<file path="config.mk">
export PLATFORM = sky130hd
export DESIGN_NAME = common_fifo_shift_2w2r
export DESIGN_NICKNAME = d
export VERILOG_FILES = /design/src/rtl/common_fifo_pkg.sv /design/src/rtl/common_fifo_shift_entry.sv /design/src/rtl/common_fifo_shift_2w2r.sv
export SDC_FILE = /design/constraint.sdc
export NUM_CORES = 1
export LEC_CHECK = 0
export ABC_AREA = 1
export BUFFER_PORTS_ARGS = -buffer_cell sky130_fd_sc_hd__buf_2
export CORE_MARGIN = 8
export CORE_UTILIZATION = 50
export DETAILED_ROUTE_END_ITERATION = 10
export PLACE_DENSITY_LB_ADDON = 0.2
export SETUP_SLACK_MARGIN = 0.15
export SYNTH_ARGS = -nofsm -noshare
export SYNTH_HDL_FRONTEND = slang
export SYNTH_SLANG_ARGS = --single-unit
</file>
<file path="constraint.sdc">
create_clock -name clk -period 5.25 [get_ports clk]
set_input_delay 0.2625 -clock clk [delete_from_list [all_inputs] [get_ports clk]]
set_output_delay 0.2625 -clock clk [all_outputs]
set_load 0.005 [all_outputs]
</file>
<file path="src/rtl/common_fifo_pkg.sv">
// Shared definitions for the common FIFO family.
//   count_width() : width of an occupancy counter able to hold 0..depth
//   acc_cnt_e     : encoded number of accepted pops / writes in a cycle
//   slot_sel_e    : per-slot next-value select driven by the FIFO top level
package common_fifo_pkg;

  typedef enum logic [1:0] {
    ACC_NONE = 2'd0,
    ACC_ONE  = 2'd1,
    ACC_TWO  = 2'd2
  } acc_cnt_e;

  typedef enum logic [2:0] {
    SEL_HOLD   = 3'd0,
    SEL_SHIFT1 = 3'd1,
    SEL_SHIFT2 = 3'd2,
    SEL_DIN0   = 3'd3,
    SEL_DIN1   = 3'd4
  } slot_sel_e;

  function automatic int count_width(input int depth);
    return $clog2(depth + 1);
  endfunction

endpackage

</file>
<file path="src/rtl/common_fifo_shift_entry.sv">
// One storage slot of the shifting FIFO.
// Ports:
//   clk, resetn  : clock, asynchronous active-low reset (loads RESET_VALUE)
//   sel          : next-value select (hold / shift by 1 / shift by 2 / din0 / din1)
//   shift1_data  : contents of the slot one position further from the head
//   shift2_data  : contents of the slot two positions further from the head
//   din0, din1   : write data
//   q            : registered slot contents
module common_fifo_shift_entry
  import common_fifo_pkg::*;
#(
  parameter int               WIDTH       = 6,
  parameter logic [WIDTH-1:0] RESET_VALUE = '0
) (
  input  logic             clk,
  input  logic             resetn,
  input  slot_sel_e        sel,
  input  logic [WIDTH-1:0] shift1_data,
  input  logic [WIDTH-1:0] shift2_data,
  input  logic [WIDTH-1:0] din0,
  input  logic [WIDTH-1:0] din1,
  output logic [WIDTH-1:0] q
);

  always_ff @(posedge clk or negedge resetn) begin
    if (!resetn) begin
      q <= RESET_VALUE;
    end else begin
      unique case (sel)
        SEL_SHIFT1: q <= shift1_data;
        SEL_SHIFT2: q <= shift2_data;
        SEL_DIN0:   q <= din0;
        SEL_DIN1:   q <= din1;
        default:    q <= q;
      endcase
    end
  end

endmodule

</file>
<file path="src/rtl/common_fifo_shift_2w2r.sv">
// Shifting FIFO with two write and two read ports per cycle. Entry 0 is the
// head; pops shift the remaining entries toward the head, writes land directly
// behind the surviving entries.
// Ports:
//   clk, resetn            : clock, asynchronous active-low reset
//   din0/din1, wen0/wen1   : write data / requests (din0 is older; wen1 needs wen0)
//   ren0/ren1              : pop requests (ren1 needs ren0)
//   dout0/dout1            : entry 0 / entry 1, combinational from registers
//   fifo_empty/fifo_full   : occupancy flags
//   fifo_count             : occupancy
//   fifo_error             : only with COMMON_FIFO_SHIFT_2W2R_ERROR_EN defined;
//                            sticky flag set by any rejected request
module common_fifo_shift_2w2r
  import common_fifo_pkg::*;
#(
  parameter int                                 FIFO_DEPTH       = 16,
  parameter int                                 FIFO_WIDTH       = 6,
  parameter int                                 FIFO_RESET_STATE = 0,
  parameter logic [FIFO_DEPTH*FIFO_WIDTH-1:0]   FIFO_RESET_VALUE = '0
) (
  input  logic                              clk,
  input  logic                              resetn,
  input  logic [FIFO_WIDTH-1:0]             din0,
  input  logic [FIFO_WIDTH-1:0]             din1,
  input  logic                              wen0,
  input  logic                              wen1,
  input  logic                              ren0,
  input  logic                              ren1,
  output logic [FIFO_WIDTH-1:0]             dout0,
  output logic [FIFO_WIDTH-1:0]             dout1,
  output logic                              fifo_empty,
  output logic                              fifo_full,
  output logic [$clog2(FIFO_DEPTH+1)-1:0]   fifo_count
`ifdef COMMON_FIFO_SHIFT_2W2R_ERROR_EN
  ,
  output logic                              fifo_error
`endif
);

  localparam int CW = count_width(FIFO_DEPTH);

  logic [CW-1:0]         count_q;
  acc_cnt_e              r_acc;
  acc_cnt_e              w_acc;
  int                    cnt;
  int                    free_slots;
  int                    r_num;
  int                    w_num;
  int                    keep_cnt;
  slot_sel_e             slot_sel [FIFO_DEPTH];
  logic [FIFO_WIDTH-1:0] entry_q  [FIFO_DEPTH];

  // Accept counts are judged against occupancy at the start of the cycle, so
  // a pop never frees room for a same-cycle write.
  always_comb begin
    cnt        = int'(count_q);
    free_slots = FIFO_DEPTH - cnt;

    r_acc = ACC_TWO;
    if (!ren0 || cnt == 0)       r_acc = ACC_NONE;
    else if (!ren1 || cnt == 1)  r_acc = ACC_ONE;

    w_acc = ACC_TWO;
    if (!wen0 || free_slots == 0)       w_acc = ACC_NONE;
    else if (!wen1 || free_slots == 1)  w_acc = ACC_ONE;

    r_num    = int'(r_acc);
    w_num    = int'(w_acc);
    keep_cnt = cnt - r_num;
  end

  // Surviving entries move toward the head by r_num; new data lands right
  // behind them. Slots beyond the new occupancy simply hold.
  always_comb begin
    for (int i = 0; i < FIFO_DEPTH; i++) begin
      slot_sel[i] = SEL_HOLD;
      if (i < keep_cnt) begin
        if (r_num == 2)      slot_sel[i] = SEL_SHIFT2;
        else if (r_num == 1) slot_sel[i] = SEL_SHIFT1;
      end else if (i == keep_cnt && w_num >= 1) begin
        slot_sel[i] = SEL_DIN0;
      end else if (i == keep_cnt + 1 && w_num == 2) begin
        slot_sel[i] = SEL_DIN1;
      end
    end
  end

  always_ff @(posedge clk or negedge resetn) begin
    if (!resetn) begin
      count_q <= CW'(FIFO_RESET_STATE);
    end else begin
      count_q <= CW'(cnt - r_num + w_num);
    end
  end

  for (genvar i = 0; i < FIFO_DEPTH; i++) begin : g_slot
    logic [FIFO_WIDTH-1:0] sh1;
    logic [FIFO_WIDTH-1:0] sh2;

    // Tail slots have no upstream neighbour; these inputs are never selected.
    if (i + 1 < FIFO_DEPTH) begin : g_sh1
      assign sh1 = entry_q[i+1];
    end else begin : g_sh1_tie
      assign sh1 = '0;
    end
    if (i + 2 < FIFO_DEPTH) begin : g_sh2
      assign sh2 = entry_q[i+2];
    end else begin : g_sh2_tie
      assign sh2 = '0;
    end

    common_fifo_shift_entry #(
      .WIDTH       (FIFO_WIDTH),
      .RESET_VALUE (FIFO_RESET_VALUE[i*FIFO_WIDTH +: FIFO_WIDTH])
    ) u_entry (
      .clk         (clk),
      .resetn      (resetn),
      .sel         (slot_sel[i]),
      .shift1_data (sh1),
      .shift2_data (sh2),
      .din0        (din0),
      .din1        (din1),
      .q           (entry_q[i])
    );
  end

  assign dout0      = entry_q[0];
  assign dout1      = entry_q[1];
  assign fifo_count = count_q;
  assign fifo_empty = (count_q == '0);
  assign fifo_full  = (count_q == CW'(FIFO_DEPTH));

`ifdef COMMON_FIFO_SHIFT_2W2R_ERROR_EN
  logic reject;

  assign reject = (ren0 && r_acc == ACC_NONE) || (ren1 && r_acc != ACC_TWO) ||
                  (wen0 && w_acc == ACC_NONE) || (wen1 && w_acc != ACC_TWO);

  always_ff @(posedge clk or negedge resetn) begin
    if (!resetn) begin
      fifo_error <= 1'b0;
    end else if (reject) begin
      fifo_error <= 1'b1;
    end
  end
`endif

endmodule

</file>
==> insert_results.sql <==
INSERT INTO impl_metrics (metric_group, metric, value, unit) VALUES
('route', 'route.vias.total', '9043', ''),
('power', 'static_power_due_to_leakage', '4.69', 'nW'),
('global_routing', 'initial_antenna_violation_count', '0', ''),
('sta', 'timing.setup.tns', '0', 'ns'),
('final_layout', 'antennaDiodeCount', '0', ''),
('critical_path', 'critical_path_top_delay_cell', 'sky130_fd_sc_hd__dfrtp_1', ''),
('critical_path', 'cp_data_required_time', '5.50', 'ns'),
('clocking', 'cts-buffers-inserted', '9', ''),
('route', 'route.detailed.wl_per_inst', '17.4', 'um'),
('hold_path', 'class_of_the_tightest_hold_or_removal_check', 'input pin to flop', ''),
('critical_path', 'worst_ep_arrival_time', '4.92', 'ns'),
('synth', 'synth_most_common_cell', 'sky130_fd_sc_hd__nand2_1', ''),
('floorplan', 'horiz_die_dim', '145', 'um'),
('global_routing', 'number_of_global_route_vias_before_repair', '8172', ''),
('synth', 'synth-async-reset-ratio', '1.00', ''),
('global_routing', 'grt_usage', '0.253', ''),
('placement', 'dp_slack', '0.536', 'ns'),
('sta', 'finalClockSkew', '0.0106', 'ns'),
('route', 'total_iterations_of_the_first_detailed_routing_run', '6', ''),
('clocking', 'clk_pin_slew_worst_paths', '0.08', 'ns'),
('synth', 'synth_top_area_share', '0.301', ''),
('critical_path', 'slowest_delay', '0.53', 'ns'),
('final_layout', 'synthToLayoutAreaGrowth', '6.45', '%'),
('sta', 'max-slew-margin-rel', '0.374', ''),
('global_routing', 'grt_first_pass_wirelength', '43900', 'um'),
('critical_path', 'reg2reg_slack', '0.58', 'ns'),
('power', 'power.ir.vdd_worst', '0.297', 'mV'),
('sta', 'report.final.slew_viol_count', '0', ''),
('synth', 'yosys-top-cells-count', 'sky130_fd_sc_hd__nand2_1, sky130_fd_sc_hd__nor2_1, sky130_fd_sc_hd__nand3_1, sky130_fd_sc_hd__inv_1, sky130_fd_sc_hd__nand4_1', ''),
('synth', 'yosysWarningCount', '0', ''),
('sta', 'timing.fmax', '0.214', 'GHz'),
('sta', 'post_route_setup_slack', '0.579', 'ns'),
('critical_path', 'timing.critical_path.from_type', 'flop', ''),
('critical_path', 'crit_type', 'flop to flop', ''),
('route', 'ant_nets', '0', ''),
('clocking', 'cts.repair_timing.setup_buffer_count', '0', ''),
('synth', 'synth.top_cells.by_area', 'sky130_fd_sc_hd__dfrtp_1, sky130_fd_sc_hd__nand2_1, sky130_fd_sc_hd__nand4_1, sky130_fd_sc_hd__nand3_1, sky130_fd_sc_hd__nor2_1', ''),
('sta', 'worst_slew_pin_slew', '0.940', 'ns'),
('clocking', 'number_of_buffers_on_the_longest_clock_path', '2', ''),
('sta', 'minimum_clock_period', '4.67', 'ns'),
('critical_path', 'r2r_start', 'fifo_count[2]$_DFF_PN0_', ''),
('synth', 'synthesis.nets', '1366', ''),
('placement', 'placer_s_final_routability_congestion_estimate', '1.01', ''),
('clocking', 'numClockSinks', '101', ''),
('sta', 'fin_crit_sh', '0.890', ''),
('critical_path', 'cp_cell_sequence', 'nor2_4 > nand2_1 > inv_1 > ha_1 > nor2_2 > inv_1 > nor2_2 > ha_1 > fa_1 > nor2_1 > nand2_1 > inv_2 > nand2_2 > nand2_1 > inv_2 > nand2_1 > nand3_1 > nand2_1 > nand2_1', ''),
('final_layout', 'finish.net_count', '1367', ''),
('placement', 'place.detailed.hpwl', '19500', 'um'),
('outcome', 'status', 'complete, no violations', ''),
('clocking', 'clock_tree.root_cell', 'sky130_fd_sc_hd__clkbuf_16', ''),
('synth', 'post_synth.cell_area_avg', '6.26', 'um^2'),
('route', 'detail_route.vias_per_cell', '5.77', ''),
('placement', 'io_buffer_count', '36', ''),
('sta', 'whs', '0.424', 'ns'),
('placement', 'placedInstanceArea', '8590', 'um^2'),
('critical_path', 'regToRegEndpoint', 'g_slot[2].u_entry.q[4]$_DFFE_PN0P_', ''),
('global_routing', 'grt_max_degree', '63', ''),
('floorplan', 'fp.dieH', '145', 'um'),
('floorplan', 'die_area', '21200', 'um^2'),
('critical_path', 'end_kind', 'flop', ''),
('sta', 'setup_violations', '0', ''),
('floorplan', 'initial_core_util', '0.509', ''),
('final_layout', 'layout-drive-gt1-share', '0.111', ''),
('power', 'power.density', '500', 'nW/um^2'),
('route', 'finalWirelength', '27300', 'um'),
('critical_path', 'path_max_fanout', '14', ''),
('clocking', 'htree_levels', '3', ''),
('synth', 'synth_sequential_area_ratio', '0.301', ''),
('floorplan', 'placement_rows', '47', ''),
('synth', 'netlist-cell-type-count', '37', ''),
('run', 'drv_cap', '0', '');
-- metal layers --
layer,up-vias,global-route usage,share of wire
met4,0,0.105,0.035
li1,4366,-,-
met3,90,0.0498,0.091
met5,-,0,0
met2,468,0.368,0.42
met1,4119,0.359,0.46
-- power breakdown --
group | total [W] | switching [W] | internal [W]
Sequential | 0.00131 | 0.000266 | 0.00105
Clock | 0.000704 | 0.000327 | 0.000377
Combinational | 0.00245 | 0.00177 | 0.000678
-- cells by family (layout without fill, tap and decap cells) --
logic type / Yosys count / in the layout / share of synthesized area
buf+inv: 191 / 196 / 0.0955
xor+xnor: 3 / 3 / 0.00313
fa+ha+maj: 8 / 8 / 0.0137
flops: 101 / 101 / 0.301
simple gates: 967 / 968 / 0.539
compound gates: 70 / 70 / 0.0473
-- how the worst min path moves through the flow --
stage	endpoint	start	slack, ns	depth (start not counted)
after global placement	g_slot[6].u_entry.q[5]$_DFFE_PN0P_	resetn	0.28	1
after floorplan	fifo_count[0]$_DFF_PN0_	resetn	-0.03	0
after detailed placement	g_slot[6].u_entry.q[1]$_DFFE_PN0P_	resetn	0.29	1
after CTS	g_slot[1].u_entry.q[3]$_DFFE_PN0P_	din1[3]	0.40	5
after global routing	fifo_count[0]$_DFF_PN0_	wen0	0.47	4
final	g_slot[1].u_entry.q[3]$_DFFE_PN0P_	din1[3]	0.42	5
-- sequential cells by signal, indices dropped and copies added, names as in the netlist --
register          cells
fifo_count            5
g_slot.u_entry.q     96
-- repair_timing --
action | in CTS | in global routing
endpoints found under the setup margin | 0 | 20
gates resized for setup | 0 | 2
hold buffers | 1 | 0
hold endpoints to repair | 42 | 0
-- cell type report --
class                      instances  area (um^2)
sequential                       101         2530
inverter                         140          528
multi-input combinational       1049         5070
clock inverter                     7         82.6
timing repair buffer              40          215
clock buffer                       9          225
tap                              220          275
fill                            1678         7540
-- cells in the final DEF, fill, tap and decap left out, types with 12 or more instances in the layout --
cell and instances:
sky130_fd_sc_hd__nor2_4 13, sky130_fd_sc_hd__nor2_2 14, sky130_fd_sc_hd__nand3_2 14, sky130_fd_sc_hd__nand2_2 18
sky130_fd_sc_hd__nand3_1 134, sky130_fd_sc_hd__nor2_1 162, sky130_fd_sc_hd__inv_2 15, sky130_fd_sc_hd__o22ai_1 12
sky130_fd_sc_hd__inv_1 123, sky130_fd_sc_hd__nand2_1 475, sky130_fd_sc_hd__dfrtp_1 101, sky130_fd_sc_hd__o21ai_0 41
sky130_fd_sc_hd__buf_2 35, sky130_fd_sc_hd__nand4_1 119
-- worst max-delay path: cells and delay by family, from the launching register on --
family / cells / cell delay [ns]
flip-flops: 1 / 0.53
buffers and inverters: 4 / 0.71
AND/OR/NAND/NOR: 12 / 2.29
adder cells (fa/ha/maj): 3 / 0.98
-- stage by stage --
step | cells | util | total power, W
after global routing | 1566 | 0.542 | 0.00480
final | 1566 | 0.542 | 0.00447
after global placement | 1548 | 0.522 | 0.00369
after CTS | 1565 | 0.541 | 0.00441
after floorplan | 1340 | - | 0.00309
after detailed placement | 1548 | 0.522 | 0.00369
Note: power is estimated with default switching activity, not from simulation.
